[config.mk]
export PLATFORM = sky130hd
export DESIGN_NAME = sha512_round_ctrl
export DESIGN_NICKNAME = d
export VERILOG_FILES = /design/src/rtl/sha512_round_ctrl.sv
export SDC_FILE = /design/constraint.sdc
export NUM_CORES = 2
export LEC_CHECK = 0
export ABC_AREA = 1
export CAP_MARGIN = 10
export CORE_AREA = 8 8 430 432
export CTS_CLUSTER_SIZE = 16
export DETAILED_ROUTE_END_ITERATION = 16
export DIE_AREA = 0 0 438 440
export GPL_TIMING_DRIVEN = 0
export SLEW_MARGIN = 0
export SYNTH_ARGS = -nofsm -noshare
export SYNTH_HDL_FRONTEND = slang
export SYNTH_SLANG_ARGS = --single-unit
[constraint.sdc]
create_clock -name clk -period 4.45 [get_ports clk]
set_input_delay 0.89 -clock clk [delete_from_list [all_inputs] [get_ports clk]]
set_output_delay 0.89 -clock clk [all_outputs]
set_load 0.005 [all_outputs]
[src/rtl/sha512_round_ctrl.sv]
// sha512_round_ctrl: iterative SHA-512 block sequencer and message-schedule generator.
// Defining SHA512_BLK_CNT_EN adds the saturating blk_count output.
module sha512_round_ctrl #(
    parameter int ROUNDS = 80,
    parameter int CNT_W  = 32
) (
    input  logic          clk,
    input  logic          reset_n,
    input  logic          blk_valid,
    output logic          blk_ready,
    input  logic [1023:0] blk_data,
    input  logic          blk_first,
    input  logic          blk_last,
    output logic          init_h,
    output logic          load_wv,
    output logic          round_en,
    output logic [6:0]    round_idx,
    output logic [63:0]   w_t,
    output logic          update_h,
    output logic          digest_valid,
`ifdef SHA512_BLK_CNT_EN
    output logic          busy,
    output logic [CNT_W-1:0] blk_count
`else
    output logic          busy
`endif
);

    typedef enum logic [2:0] {IDLE, LOAD, ROUND, UPDATE, DONE} state_t;

    localparam logic [6:0] LAST_T = 7'(ROUNDS - 1);

    state_t      state, nxt;
    logic [63:0] sched [16];
    logic [63:0] w_new;
    logic        first_q, last_q;
    logic        accept;

    function automatic logic [63:0] sig0(input logic [63:0] x);
        return {x[0], x[63:1]} ^ {x[7:0], x[63:8]} ^ (x >> 7);
    endfunction

    function automatic logic [63:0] sig1(input logic [63:0] x);
        return {x[18:0], x[63:19]} ^ {x[60:0], x[63:61]} ^ (x >> 6);
    endfunction

    // sched[0] is always the current W_t, so the word 16 rounds ahead uses taps 14, 9, 1, 0
    assign w_new  = sig1(sched[14]) + sched[9] + sig0(sched[1]) + sched[0];
    assign accept = blk_valid && blk_ready;
    assign busy   = state != IDLE;
    assign w_t    = round_en ? sched[0] : 64'd0;

    // State register; blk_ready is registered and only high while idle
    always_ff @(posedge clk or negedge reset_n) begin
        if (!reset_n) begin
            state     <= IDLE;
            blk_ready <= 1'b1;
        end else begin
            state     <= nxt;
            blk_ready <= nxt == IDLE;
        end
    end

    // Next-state decode and per-state datapath strobes
    always_comb begin
        nxt          = state;
        init_h       = 1'b0;
        load_wv      = 1'b0;
        round_en     = 1'b0;
        update_h     = 1'b0;
        digest_valid = 1'b0;
        case (state)
            IDLE:    nxt = accept ? LOAD : IDLE;
            LOAD: begin
                load_wv = 1'b1;
                init_h  = first_q;
                nxt     = ROUND;
            end
            ROUND: begin
                round_en = 1'b1;
                nxt      = round_idx == LAST_T ? UPDATE : ROUND;
            end
            UPDATE: begin
                update_h = 1'b1;
                nxt      = last_q ? DONE : IDLE;
            end
            DONE: begin
                digest_valid = 1'b1;
                nxt          = IDLE;
            end
            default: nxt = IDLE;
        endcase
    end

    // Block capture, round counter and one-word-per-round schedule shift
    always_ff @(posedge clk or negedge reset_n) begin
        if (!reset_n) begin
            sched     <= '{default: 64'd0};
            first_q   <= 1'b0;
            last_q    <= 1'b0;
            round_idx <= 7'd0;
        end else begin
            round_idx <= round_en ? round_idx + 7'd1 : 7'd0;
            if (state == IDLE && accept) begin
                for (int i = 0; i < 16; i++) sched[i] <= blk_data[1023-64*i -: 64];
                first_q <= blk_first;
                last_q  <= blk_last;
            end else if (round_en) begin
                for (int i = 0; i < 15; i++) sched[i] <= sched[i+1];
                sched[15] <= w_new;
            end
        end
    end

`ifdef SHA512_BLK_CNT_EN
    // Blocks hashed in the current message; restarts on a first block, saturates at all-ones
    always_ff @(posedge clk or negedge reset_n) begin
        if (!reset_n)
            blk_count <= '0;
        else if (load_wv && init_h)
            blk_count <= '0;
        else if (update_h && !(&blk_count))
            blk_count <= blk_count + 1'b1;
    end
`endif

endmodule

=== Word-level counts from Yosys, hierarchy flattened ===
Cells that the tools add are included.

* Bits in registers: 1037
* Word-level logic and storage cells: 53
* Input port bits: 1029
* Output and inout port bits: 78

* Equality and inequality tests: 5
* Reduce and logical (&&, ||, !) cells: 6
* Add/subtract/negate cells: 4
* Mux-type cells: 13
* Bitwise logic cells: 4

{| class="wikitable"
|+ Operators by type and width
! kind !! count
|-
| $mux 1024 || 2
|-
| $add 64x64->64 || 3
|-
| $xor 64x64->64 || 2
|-
| $mux 64 || 1
|-
| $xor 64x57->64 || 1
|-
| $xor 64x58->64 || 1
|-
| $pmux 3 s4 || 1
|-
| $add 7x1->7 const B || 1
|-
| $eq 7x7->1 const B || 1
|-
| $mux 1 || 7
|-
| $mux 7 || 1
|-
| $eq 3x2->1 const B || 2
|-
| $logic_not 3->1 || 2
|-
| $eq 3x1->1 const B || 1
|-
| $eq 3x3->1 const B || 1
|-
| $mux 3 || 1
|-
| $reduce_bool 3->1 || 1
|-
| $logic_and 1x1->1 || 2
|-
| $reduce_bool 2->1 || 1
|}

=== Logic depth before layout (Yosys ltp) ===
* Depth in word-level cells: 7
* Gate-level depth with buffers: 21
* Mapped depth without buffers: 20

=== Worst setup path before layout ===
No wires, ideal clock.

* Kind: register -> register
* From: register sched[84] in the netlist's numbering
* To: register sched[41] in the netlist's numbering
* Path buffers: 0
* Cell stages (with the launch flop): 20
* Setup slack: 1.000 ns
* Clock period less this slack: 3.450 ns
* Arrival time: 3.329 ns
* Library setup time: 0.121 ns
* Data required time: 4.329 ns
* Path through: dfrtp_1 > xnor2_1 > xor2_1 > fa_1 > inv_1 > fa_1 > ha_1 > fa_1 > nand3_1 > nand3_1 > nand2_1 > nand2_1 > nand2_1 > nand3_1 > nand2_1 > nand2_1 > nand2_1 > nand2_1 > o21bai_1 > nand2_1

* Word-level cells in the longest chain between the ends: 7

{| class="wikitable"
|+ RTL lines
! what !! RTL line !! source
|-
| from (decl) || 34 || <nowiki>logic [63:0] sched [16];</nowiki>
|-
| $xor 64x64->64 || 44 || <nowiki>return {x[18:0], x[63:19]} ^ {x[60:0], x[63:61]} ^ (x >> 6);</nowiki>
|-
| $xor 64x58->64 * || 44 ||
|-
| $add 64x64->64 * (3 in a row) || 48 || <nowiki>assign w_new = sig1(sched[14]) + sched[9] + sig0(sched[1]) + sched[0];</nowiki>
|-
| $mux 1024 * || 108 || <nowiki>end else if (round_en) begin</nowiki>
|-
| $mux 1024 * || 104 || <nowiki>if (state == IDLE && accept) begin</nowiki>
|}

Mark *: on every way between the ends. The rest lies on a longest branch, timed or not. The select of a mux whose other input is x is not followed.
A chain may end at the register's enable or synchronous reset.

=== Final worst setup path ===
* From: register sched[102] in the netlist's numbering
* To: register sched[59] in the netlist's numbering

The elaborated chain is that of the path after synthesis.

==> reports/summary.md <==
- **fraction of final layout cells with drive strength greater than 1** 0.05661
- **Slew Viols, Final** 0
- **Hold Crit Class** in -> async
- **insertion delay to the later sink of the worst-skew pair** 0.81 ns
- **Starting Density** 0.3277
- **total congestion overflow after global routing** 0
- **result of the run** finished with violations
- **commonest cells in the synthesized netlist** sky130_fd_sc_hd__o21ai_0, sky130_fd_sc_hd__nand2_1, sky130_fd_sc_hd__inv_1
- **type of destination of the critical path** flip-flop
- **Sink Count** 1,037
- **Worst Reg-to-Reg Cells** 17
- **power density relative to cell area** 273.3 nW/um2
- **setup violation total in the final timing report** 1
- **Worst Setup Start Kind** flip-flop
- **crit-path cells** xnor2_1, xor2_1, fa_1, fa_1, inv_1, ha_2, nand2_1, inv_1, nand2_1, nor2_2, nand2_2, nor4_4, nand2_1, nand3_1, nand3_1, nand2_1, nand2_1
- **violations in the final reports** negative setup slack
- **Post-synth top flop** sky130_fd_sc_hd__dfrtp_1
- **max frequency** 220.9 MHz
- **Arr. time, crit path** 5.20 ns
- **most crowded layer after global routing** met2
- **Worst path most repeated cell** sky130_fd_sc_hd__nand2_1
- **initial antenna violation count** 123
- **largest fanout on the critical path** 5
- **DRC** 0
- **data required time at the worst endpoint** 5.12 ns
- **maximum count of clock buffers along a single path** 3
- **via density per instance** 5.500
- **die boundary height** 440 um
- **met2 global-route usage** 0.6008
- **final design instance area without fill** 77,330 um2
- **Core ar.** 177,600 um2
- **slew at the pin closest to its max-slew limit** 1.347 ns
- **Worst VDD drop** 325.0 uV
- **final antenna-violating net count** 0
- **first-pass iteration count of the detailed router** 10
- **worst setup slack after placement** -1.445 ns
- **number of instances in the synthesized netlist** 7,447
- **Via Count** 61,530
- **area occupied by multi-input gates** 26,490 um2
- **clock root buffer** sky130_fd_sc_hd__clkbuf_16
- **max capacitance violation total** 0
- **1st-iter DRT viols** 8,045
- **Critical Path Max Stage Delay** 0.56 ns
- **proportion of synthesized chip area in sequential cells** 0.4457
- **Post-DP Area** 72,490 um2
- **normalized max-slew margin** 0.1021
- **sum of routed wire length over all layers** 391,900 um
- **TritonCTS clock tree** yes
- **leakage** 35.01 nW
- **TritonCTS Buffers** 118
- **syn avg cell area** 7.818 um2
- **M1 GR Usage** 0.4979
- **met3 Use GR** 0.09083
- **Worst Setup Slack, final** -0.07729 ns
- **routability congestion estimate from global placement** 1.056
- **top-count cell post-synth** sky130_fd_sc_hd__o21ai_0
- **final-report hold violation count** 0
- **combined area of all synthesized cells** 58,220 um2
- **shortest clock period the worst path allows after layout** 4.527 ns
- **number of flops mapped to enable cells by yosys** 0
- **count of yosys warnings during synthesis** 0
- **cell types occupying the most area after synthesis** sky130_fd_sc_hd__dfrtp_1, sky130_fd_sc_hd__o21ai_0, sky130_fd_sc_hd__nand2_1
- **cell with the largest stage delay on the worst path** sky130_fd_sc_hd__dfrtp_2
- **post-synthesis net count** 8,666
- **total of buffers placed on input and output ports** 1,106
- **flops & latches, synth** 1,037
- **count of fill cells added during filler insertion** 18,440
- **routed length per placed instance** 35.04 um
- **Netlist cell types** 34
- **DP HPWL** 330,600 um
- **clock slew seen by the registers of the worst setup and hold paths** 0.06 ns
- **number of logic stages on the critical path including buffering** 17
- **Buffers & Inverters on Critical Path** 2
- **Final Cycle Share** 1.017
- **category of cells accounting for the largest share of critical-path delay** simple AND/OR/NAND/NOR gates
- **global-route wire length before repair** 514,000 um
- **biggest area consumer among synthesized cells** sky130_fd_sc_hd__dfrtp_1
- **signed area change from the synthesized netlist to the final layout** 32.83%
- **worst clock skew on the final layout** 0.04496 ns
- **total global routing track utilization** 0.3898
- **start-to-end type of the worst setup path** reg -> reg
- **RSZ-0062 raised after global routing** yes
- **area occupied by registers** 26,000 um2
- **final net count** 9,885
- **CTS H-tree lvls** 3
- **Site Rows** 155
- **Die X-Extent** 438 um
- **Synth top area share** 0.4453
- **IO Count** 1,107
- **share of synthesized flip-flops with an asynchronous set or reset** 1.000
- **largest net degree at the start of global routing** 167
- **die area** 192,700 um2
- **number of global-route vias before repair** 59,370
-- worst reg2reg max path, cell delays in order, from the launching register on --
cell	delay [ns]
sky130_fd_sc_hd__dfrtp_2	0.56
sky130_fd_sc_hd__xnor2_1	0.26
sky130_fd_sc_hd__xor2_1	0.34
sky130_fd_sc_hd__fa_1	0.50
sky130_fd_sc_hd__fa_1	0.49
sky130_fd_sc_hd__inv_1	0.04
sky130_fd_sc_hd__ha_2	0.47
sky130_fd_sc_hd__nand2_1	0.13
sky130_fd_sc_hd__inv_1	0.09
sky130_fd_sc_hd__nand2_1	0.11
sky130_fd_sc_hd__nor2_2	0.19
sky130_fd_sc_hd__nand2_2	0.18
sky130_fd_sc_hd__nor4_4	0.49
sky130_fd_sc_hd__nand2_1	0.20
sky130_fd_sc_hd__nand3_1	0.12
sky130_fd_sc_hd__nand3_1	0.09
sky130_fd_sc_hd__nand2_1	0.10
sky130_fd_sc_hd__nand2_1	0.05
-- cells by family after synthesis --
logic type,share of synthesized area
adder cells (fa/ha/maj),0.05708
buffers and inverters,0.1113
AND/OR/NAND/NOR,0.1302
flip-flops,0.4457
XOR/XNOR,0.04137
AO/OA/AOI/OAI,0.2143
-- metal layers --
layer | part of all wire | wire length [um] | up-vias
met5 | 0.00074 | 291 | -
met2 | 0.44 | 174100 | 3718
li1 | - | - | 26390
met3 | 0.093 | 36400 | 801
met1 | 0.39 | 153900 | 30570
met4 | 0.070 | 27320 | 48
-- stage by stage --
step / hold slack [ns] / TNS [ns] / power (mW) / std cells / util
after floorplan: 0.4413 / 0 / 9.605 / 7447 / -
after global placement: 0.4609 / - / 11.03 / 10910 / 0.4066
after detailed placement: 0.4626 / -25.81 / 11.00 / 10920 / 0.4080
after CTS: 0.1215 / -0.1137 / 21.14 / 11120 / 0.4322
after global routing: 0.1458 / -0.1519 / 21.52 / 11170 / 0.4350
final: 0.08454 / -0.07729 / 21.14 / 11190 / 0.4353
-- cells in the final DEF (no fill, tap or decap), types with 23 or more instances in the layout --
master / synthesis / layout
sky130_fd_sc_hd__a22oi_1: 127 / 127
sky130_fd_sc_hd__nand3_1: 78 / 74
sky130_fd_sc_hd__o211ai_1: 170 / 170
sky130_fd_sc_hd__ha_2: 0 / 26
sky130_fd_sc_hd__inv_1: 1178 / 1178
sky130_fd_sc_hd__clkdlybuf4s50_1: 0 / 1103
sky130_fd_sc_hd__o21ai_1: 128 / 128
sky130_fd_sc_hd__xnor2_1: 142 / 123
sky130_fd_sc_hd__nor2_1: 562 / 517
sky130_fd_sc_hd__diode_2: 0 / 69
sky130_fd_sc_hd__xor2_1: 133 / 115
sky130_fd_sc_hd__o22ai_1: 154 / 154
sky130_fd_sc_hd__dfrtp_1: 1036 / 1002
sky130_fd_sc_hd__clkbuf_16: 0 / 119
sky130_fd_sc_hd__dfrtp_2: 0 / 32
sky130_fd_sc_hd__clkbuf_8: 0 / 23
sky130_fd_sc_hd__buf_2: 120 / 117
sky130_fd_sc_hd__fa_1: 126 / 125
sky130_fd_sc_hd__nand2_1: 1285 / 1281
sky130_fd_sc_hd__clkbuf_1: 365 / 381
sky130_fd_sc_hd__nor2_2: 0 / 34
sky130_fd_sc_hd__o21ai_0: 1292 / 1292
sky130_fd_sc_hd__a21oi_1: 413 / 409
sky130_fd_sc_hd__ha_1: 64 / 32
-- state kept, by name, summed over array words and instances, names as in the netlist --
signal     cells
sched       1024
first_q        1
last_q         1
state          3
blk_ready      1
round_idx      7
-- worst paths after layout --
check	from	to	slack (ns)
setup / recovery	sched[102]$_DFFE_PN0P_	sched[59]$_DFFE_PN0P_	-0.08
hold / removal	reset_n	sched[587]$_DFFE_PN0P_	0.08
setup reg to reg	sched[102]$_DFFE_PN0P_	sched[59]$_DFFE_PN0P_	-0.08
hold reg to reg	sched[475]$_DFFE_PN0P_	sched[475]$_DFFE_PN0P_	0.48
max in group asynchronous	reset_n	sched[631]$_DFFE_PN0P_	2.14
min in group clk	sched[475]$_DFFE_PN0P_	sched[475]$_DFFE_PN0P_	0.48
-- cell type report --
class | instances | area share
timing repair buffer | 1118 | 0.1467
clock buffer | 179 | 0.04427
antenna | 69 | 0.002233
inverter | 1182 | 0.05737
tap | 2355 | 0.03810
multi-input combinational | 4731 | 0.3426
clock inverter | 37 | 0.006650
buffer | 478 | 0.02582
sequential | 1037 | 0.3362
-- power by group --
group	total, mW	internal [mW]	leakage, nW	switching [mW]
sequential	9.43	9.43	12.0	0
clock	10.3	5.82	1.93	4.48
combinational	1.41	0.807	21.1	0.604
-- repair_timing --
action | CTS | global route
resized for setup | 108 | 94
hold buffers | 0 | 0
pin swaps | 2 | 5
setup buffers | 2 | 0
setup endpoints to repair | 114 | 51
No activity file was read; power rests on OpenSTA's default activity.
